===== config.mk =====
export PLATFORM = sky130hd
export DESIGN_NAME = decode_ctrl
export DESIGN_NICKNAME = d
export VERILOG_FILES = /design/src/rtl/isa_pkg.sv /design/src/rtl/flag_tracker.sv /design/src/rtl/decode_ctrl.sv
export SDC_FILE = /design/constraint.sdc
export NUM_CORES = 1
export LEC_CHECK = 0
export CELL_PAD_IN_SITES_DETAIL_PLACEMENT = 0
export CELL_PAD_IN_SITES_GLOBAL_PLACEMENT = 1
export CORE_ASPECT_RATIO = 0.6
export CORE_UTILIZATION = 34
export DETAILED_ROUTE_END_ITERATION = 12
export GPL_TIMING_DRIVEN = 0
export PLACE_DENSITY_LB_ADDON = 0.08
export SETUP_SLACK_MARGIN = 0.05
export SLEW_MARGIN = 30
export SYNTH_ARGS = -nofsm -noshare
export SYNTH_HDL_FRONTEND = slang
export SYNTH_SLANG_ARGS = --single-unit

===== constraint.sdc =====
create_clock -name clk -period 3.4 [get_ports clk]
set_input_delay 0.51 -clock clk [delete_from_list [all_inputs] [get_ports clk]]
set_output_delay 0.51 -clock clk [all_outputs]
set_load 0.05 [all_outputs]

===== src/rtl/isa_pkg.sv =====
// Shared ISA definitions for the decode/control slice: opcodes, instruction
// field positions and the control word handed to execute.
package isa_pkg;

    typedef enum logic [3:0] {
        OP_ADD = 4'h0,
        OP_SUB = 4'h1,
        OP_AND = 4'h2,
        OP_OR  = 4'h3,
        OP_LSL = 4'h4,
        OP_CMP = 4'h5,
        OP_SET = 4'h6,
        OP_LDR = 4'h7,
        OP_STR = 4'h8,
        OP_B   = 4'h9,
        OP_BEQ = 4'hA,
        OP_BGE = 4'hB
    } op_e;

    localparam int OP_MSB  = 31;
    localparam int OP_LSB  = 28;
    localparam int RD_MSB  = 27;
    localparam int RD_LSB  = 24;
    localparam int RS1_MSB = 23;
    localparam int RS1_LSB = 20;
    localparam int RS2_MSB = 19;
    localparam int RS2_LSB = 16;
    localparam int IMM_MSB = 15;
    localparam int IMM_LSB = 0;

    typedef struct packed {
        logic [3:0]  alu_sel;
        logic [3:0]  rd;
        logic [3:0]  rs1;
        logic [3:0]  rs2;
        logic [31:0] imm;
        logic        use_imm;
        logic        reg_we;
        logic        mem_re;
        logic        mem_we;
    } ctrl_t;

    function automatic logic [31:0] sext16(input logic [15:0] v);
        return {{16{v[15]}}, v};
    endfunction

endpackage


===== src/rtl/flag_tracker.sv =====
// Architectural Z/N flags plus the count of CMPs still in flight, with
// sticky error detection for illegal opcodes and unmatched flag returns.
module flag_tracker
    import isa_pkg::*;
#(
    parameter int PEND_W = 2
) (
    input  logic clk,
    input  logic rst,
    input  logic cmp_accept,
    input  logic illegal_accept,
    input  logic flag_valid,
    input  logic flag_zero,
    input  logic flag_negative,
    output logic z,
    output logic n,
    output logic pending_zero,
    output logic pending_full,
    output logic err
);

    localparam logic [PEND_W-1:0] PEND_ONE = 1;

    logic [PEND_W-1:0] pend_q, pend_d;
    logic              z_q, z_d;
    logic              n_q, n_d;
    logic              err_q, err_d;
    logic              flag_ok;

    // A flag return pairs with an older CMP or with one accepted this same cycle.
    always_comb begin
        flag_ok = flag_valid && ((pend_q != '0) || cmp_accept);
        pend_d  = pend_q;
        z_d     = z_q;
        n_d     = n_q;
        err_d   = err_q;
        if (flag_ok) begin
            z_d = flag_zero;
            n_d = flag_negative;
        end
        if (cmp_accept && !flag_ok && (pend_q != '1)) begin
            pend_d = pend_q + PEND_ONE;
        end else if (flag_ok && !cmp_accept) begin
            pend_d = pend_q - PEND_ONE;
        end
        if (illegal_accept || (flag_valid && !flag_ok)) begin
            err_d = 1'b1;
        end
    end

    always_ff @(posedge clk) begin
        if (rst) begin
            pend_q <= '0;
            z_q    <= 1'b0;
            n_q    <= 1'b0;
            err_q  <= 1'b0;
        end else begin
            pend_q <= pend_d;
            z_q    <= z_d;
            n_q    <= n_d;
            err_q  <= err_d;
        end
    end

    assign z            = z_q;
    assign n            = n_q;
    assign pending_zero = (pend_q == '0);
    assign pending_full = (pend_q == '1);
    assign err          = err_q;

endmodule


===== src/rtl/decode_ctrl.sv =====
// Decode/control stage: decodes fetched instructions into a registered
// control word for execute and resolves branches locally against Z/N.
module decode_ctrl
    import isa_pkg::*;
#(
    parameter int PEND_W = 2
) (
    input  logic        clk,
    input  logic        rst,
    input  logic        if_valid,
    input  logic [31:0] if_instr,
    input  logic [31:0] if_pc,
    output logic        if_ready,
    output logic        ex_valid,
    input  logic        ex_ready,
    output logic [3:0]  ex_alu_sel,
    output logic [3:0]  ex_rd,
    output logic [3:0]  ex_rs1,
    output logic [3:0]  ex_rs2,
    output logic [31:0] ex_imm,
    output logic        ex_use_imm,
    output logic        ex_reg_we,
    output logic        ex_mem_re,
    output logic        ex_mem_we,
    input  logic        flag_valid,
    input  logic        flag_zero,
    input  logic        flag_negative,
    output logic        br_taken,
    output logic [31:0] br_target,
    output logic        err
);

    logic [3:0]  op;
    logic [15:0] imm16;
    ctrl_t       ctrl_dec;
    logic        is_fwd, is_cmp, is_br, is_cbr, is_ill, br_cond;
    logic        z, n, pending_zero, pending_full;
    logic        stall, accept;

    ctrl_t       ctrl_q, ctrl_d;
    logic        ex_valid_q, ex_valid_d;
    logic        br_taken_q, br_taken_d;
    logic [31:0] br_target_q, br_target_d;

    assign op    = if_instr[OP_MSB:OP_LSB];
    assign imm16 = if_instr[IMM_MSB:IMM_LSB];

    always_comb begin
        ctrl_dec         = '0;
        ctrl_dec.alu_sel = op;
        ctrl_dec.rd      = if_instr[RD_MSB:RD_LSB];
        ctrl_dec.rs1     = if_instr[RS1_MSB:RS1_LSB];
        ctrl_dec.rs2     = if_instr[RS2_MSB:RS2_LSB];
        is_fwd           = 1'b0;
        is_cmp           = 1'b0;
        is_br            = 1'b0;
        is_cbr           = 1'b0;
        is_ill           = 1'b0;
        br_cond          = 1'b0;
        case (op_e'(op))
            OP_ADD, OP_SUB, OP_AND, OP_OR, OP_LSL: begin
                is_fwd          = 1'b1;
                ctrl_dec.reg_we = 1'b1;
            end
            OP_CMP: begin
                is_fwd = 1'b1;
                is_cmp = 1'b1;
            end
            OP_SET: begin
                is_fwd           = 1'b1;
                ctrl_dec.reg_we  = 1'b1;
                ctrl_dec.use_imm = 1'b1;
                ctrl_dec.imm     = {16'h0000, imm16};
            end
            OP_LDR: begin
                is_fwd           = 1'b1;
                ctrl_dec.reg_we  = 1'b1;
                ctrl_dec.mem_re  = 1'b1;
                ctrl_dec.use_imm = 1'b1;
                ctrl_dec.imm     = sext16(imm16);
            end
            OP_STR: begin
                is_fwd           = 1'b1;
                ctrl_dec.mem_we  = 1'b1;
                ctrl_dec.use_imm = 1'b1;
                ctrl_dec.imm     = sext16(imm16);
            end
            OP_B: begin
                is_br   = 1'b1;
                br_cond = 1'b1;
            end
            OP_BEQ: begin
                is_br   = 1'b1;
                is_cbr  = 1'b1;
                br_cond = z;
            end
            OP_BGE: begin
                is_br   = 1'b1;
                is_cbr  = 1'b1;
                br_cond = !n;
            end
            default: is_ill = 1'b1;
        endcase
    end

    // Conditional branches wait out every in-flight CMP so they see final flags.
    assign stall    = if_valid && ((is_cbr && !pending_zero) || (is_cmp && pending_full));
    assign if_ready = (!ex_valid_q || ex_ready) && !stall;
    assign accept   = if_valid && if_ready;

    flag_tracker #(
        .PEND_W(PEND_W)
    ) u_flag_tracker (
        .clk           (clk),
        .rst           (rst),
        .cmp_accept    (accept && is_cmp),
        .illegal_accept(accept && is_ill),
        .flag_valid    (flag_valid),
        .flag_zero     (flag_zero),
        .flag_negative (flag_negative),
        .z             (z),
        .n             (n),
        .pending_zero  (pending_zero),
        .pending_full  (pending_full),
        .err           (err)
    );

    always_comb begin
        ex_valid_d = ex_valid_q;
        ctrl_d     = ctrl_q;
        if (accept && is_fwd) begin
            ex_valid_d = 1'b1;
            ctrl_d     = ctrl_dec;
        end else if (ex_ready) begin
            ex_valid_d = 1'b0;
        end
        br_taken_d  = accept && is_br && br_cond;
        br_target_d = br_taken_d ? (if_pc + (sext16(imm16) << 2)) : 32'h0;
    end

    always_ff @(posedge clk) begin
        if (rst) begin
            ex_valid_q  <= 1'b0;
            ctrl_q      <= '0;
            br_taken_q  <= 1'b0;
            br_target_q <= '0;
        end else begin
            ex_valid_q  <= ex_valid_d;
            ctrl_q      <= ctrl_d;
            br_taken_q  <= br_taken_d;
            br_target_q <= br_target_d;
        end
    end

    assign ex_valid   = ex_valid_q;
    assign ex_alu_sel = ctrl_q.alu_sel;
    assign ex_rd      = ctrl_q.rd;
    assign ex_rs1     = ctrl_q.rs1;
    assign ex_rs2     = ctrl_q.rs2;
    assign ex_imm     = ctrl_q.imm;
    assign ex_use_imm = ctrl_q.use_imm;
    assign ex_reg_we  = ctrl_q.reg_we;
    assign ex_mem_re  = ctrl_q.mem_re;
    assign ex_mem_we  = ctrl_q.mem_we;
    assign br_taken   = br_taken_q;
    assign br_target  = br_target_q;

endmodule


==> results.ini <==
[layout]
nets=775
drive_gt1_share_pct=7.22
finalInstanceArea_um2=6260
antenna_cells=0
final_util_pct=52.1
fin_cells=844
synthToLayoutAreaGrowth_pct=49.2

[synth]
synth_top_cell_area_share_pct=36.3
syn_nets=608
syn_inst=507
yosys.area.top_type=dfxtp_1
yosysSeqAreaShare_pct=36.3
yosys_warnings=0
postSynthAreaPerCell_um2=8.28
ys.flop_type=dfxtp_1
async_flop_share_pct=0
synthesis.area_um2=4200
ys_types=54
synth_edf_count=0
synth_area_leaders=dfxtp_1, ha_1, a21oi_1, nand2_1, nor2_1
synth_seq_cells=76

[cts]
cts_buffers=9
cts.htree.levels=3
clkSinkCount=76
cts-root-buf=clkbuf_16
max-clock-path-buffers=2
clock_latency_ps=330
cts-hold-fix-buffers=0
path_clk_slew_ps=60
cts_tree=yes

[power]
ir_drop_v=0.000242
finalPower_mw=2.48
p_leak_nw=2.43
power_density_nw_per_um2=396

[timing]
relSlewSlack_pct=52.9
final_hold_viol_count=0
tns_ps=0
tightest_slew_ps=706
max_freq_mhz=330
period_needed_ps=3030
rsz0062_at_grt=false
setup_ws_ps=369
fin_crit_sh_pct=89.2
finalMaxSlewViolations=0
whs_ps=452
finClkSkew_ps=6.29
setup_viol=0

[worst_hold_path]
min_delay_path_depth=2
hp-class=reg -> reg
min_to=ex_alu_sel[0]
min_from=ex_alu_sel[0]

[placed_design]
gp_congestion=0.813
place_area_um2=5960
place_ws_ps=-712
portBuffers=156
dp.cells=828
hpwl_um=10500

[route]
wirelength_um=13300
drtIter0Drc=216
viasPerCell=5.08
drt-pass1-iter-count=5
via_count=4291
ant_nets=0
wl_per_cell_um=15.7
drcViolationCount=0

[worst_setup_path]
worst_r2r_path_depth=8
r2r_end=ex_imm[7]
cp-start-kind=input pin
r2r-start=u_flag_tracker.pend_q[0]
regToRegSetupSlack_ps=1100
cp_max_fo=17
crit_type=in -> reg
crit_path_end_kind=register
crit_arrival_ps=3310
critPathRequiredTime_ps=3670

[run]
max_cap_violations=0

[floorplanning]
die_h_um=88.1
num_io_pins=159
die_w_um=145
dieArea_um2=12800
rows=31
core-area_um2=12000
initial_core_util_pct=34.9

[global_route]
grt_pass1_vias=3949
antenna_found_initial=0
use_met2_pct=29.8
busiest_layer=met1
grt_util_met1_pct=32.4
grt_pass1_wl_um=21300
grt_max_degree=18
met3_usage_pct=5.83
track_usage_pct=21.4
grt-ovfl-total=0

[outcome]
status=completed

per-layer routing:
metal / wire length, um / up-vias
li1: - / 2146
met4: 90 / 0
met5: 0 / -
met3: 1040 / 9
met2: 5050 / 171
met1: 7110 / 1965
cell usage in the layout (no fill, tap or decap), drive strengths merged, types with 5 or more instances in the layout:
cell type / Yosys / routed
clkdlybuf4s50: 0 / 155
dfxtp: 76 / 76
nand2: 64 / 64
a21oi: 64 / 64
nor2: 40 / 40
ha: 29 / 29
buf: 24 / 24
clkbuf: 9 / 19
o21ai: 18 / 18
a22o: 16 / 16
nand3: 14 / 14
nor3: 14 / 14
xnor2: 11 / 11
inv: 10 / 11
nand2b: 10 / 10
o211ai: 9 / 9
o21a: 9 / 9
a21o: 9 / 9
nor2b: 7 / 7
nand3b: 6 / 6
and3: 5 / 5
mux2i: 5 / 5
nand4: 5 / 5
a211oi: 5 / 5
xor2: 5 / 5
o31ai: 5 / 5
flip-flops by register name, summed over array words and instances (netlist names):
| signal | cells |
|---|---|
| br_taken | 1 |
| br_target | 32 |
| ex_alu_sel | 4 |
| ex_imm | 17 |
| ex_mem_re | 1 |
| ex_mem_we | 1 |
| ex_rd | 4 |
| ex_reg_we | 1 |
| ex_rs1 | 4 |
| ex_rs2 | 4 |
| ex_use_imm | 1 |
| ex_valid | 1 |
| u_flag_tracker.err | 1 |
| u_flag_tracker.n | 1 |
| u_flag_tracker.pend_q | 2 |
| u_flag_tracker.z | 1 |
cell families after synthesis:
family	share of synthesized area [%]
adder cells (fa/ha/maj)	9.12
AND/OR/NAND/NOR	20.9
multiplexers	1.19
flip-flops	36.3
buffers and inverters	5.87
AO/OA/AOI/OAI	23.3
XOR/XNOR	3.34
worst max-delay path: stages:
cell             delay [ps]
clkdlybuf4s15_2         410
ha_1                    560
nand3_1                 170
nor3_1                  350
o21ai_0                 180
a21oi_2                 300
o221ai_1                320
or3_1                   420
nand3_1                  70
repair_timing:
action | 4_1_cts | 5_1_grt
endpoints found under the setup margin | 6 | 1
gates resized for setup | 3 | 1
buffers inserted | 0 | 0
endpoints found under the hold margin | 0 | 0
gates cloned | 0 | 0
cell usage after synthesis, types with 3 or more instances:
| master | count |
|---|---|
| dfxtp_1 | 76 |
| a21oi_1 | 64 |
| nand2_1 | 64 |
| nor2_1 | 40 |
| ha_1 | 29 |
| o21ai_0 | 17 |
| a22o_1 | 16 |
| buf_4 | 16 |
| nand3_1 | 14 |
| nor3_1 | 14 |
| xnor2_1 | 11 |
| inv_1 | 10 |
| nand2b_1 | 10 |
| a21o_1 | 9 |
| o211ai_1 | 9 |
| o21a_1 | 9 |
| clkbuf_1 | 8 |
| nor2b_1 | 7 |
| buf_2 | 6 |
| nand3b_1 | 6 |
| a211oi_1 | 5 |
| and3_1 | 5 |
| mux2i_1 | 5 |
| nand4_1 | 5 |
| xor2_1 | 5 |
| and2_1 | 4 |
| nor3b_1 | 4 |
| o31ai_1 | 4 |
| or3_1 | 4 |
| a31oi_1 | 3 |
power by group:
| group | switching, mW | internal, mW |
|---|---|---|
| registers | 0.0119 | 0.915 |
| clock network | 0.400 | 0.519 |
| logic | 0.368 | 0.267 |
cell type report:
cell class | count | area (um2)
clock buffers | 10 | 239
well taps | 165 | 206
inverters | 11 | 46.3
clock inverters | 6 | 48.8
flip-flops and latches | 76 | 1520
repair buffers | 156 | 1560
plain buffers | 33 | 200
multi-input cells | 387 | 2440
fillers | 1148 | 5760
worst max path at each step:
stage                                to  slack [ps]    startpoint  cells after the start
after floorplan                if_ready         850  if_instr[29]                      4
final                     br_target[29]         370  if_instr[15]                      9
after CTS                 br_target[29]         250  if_instr[15]                     10
after global routing      br_target[29]         210  if_instr[15]                     10
after detailed placement  br_target[29]        -710  if_instr[15]                      9
after global placement    br_target[29]        -740  if_instr[15]                     10
Power figures use the tool's default switching activity.
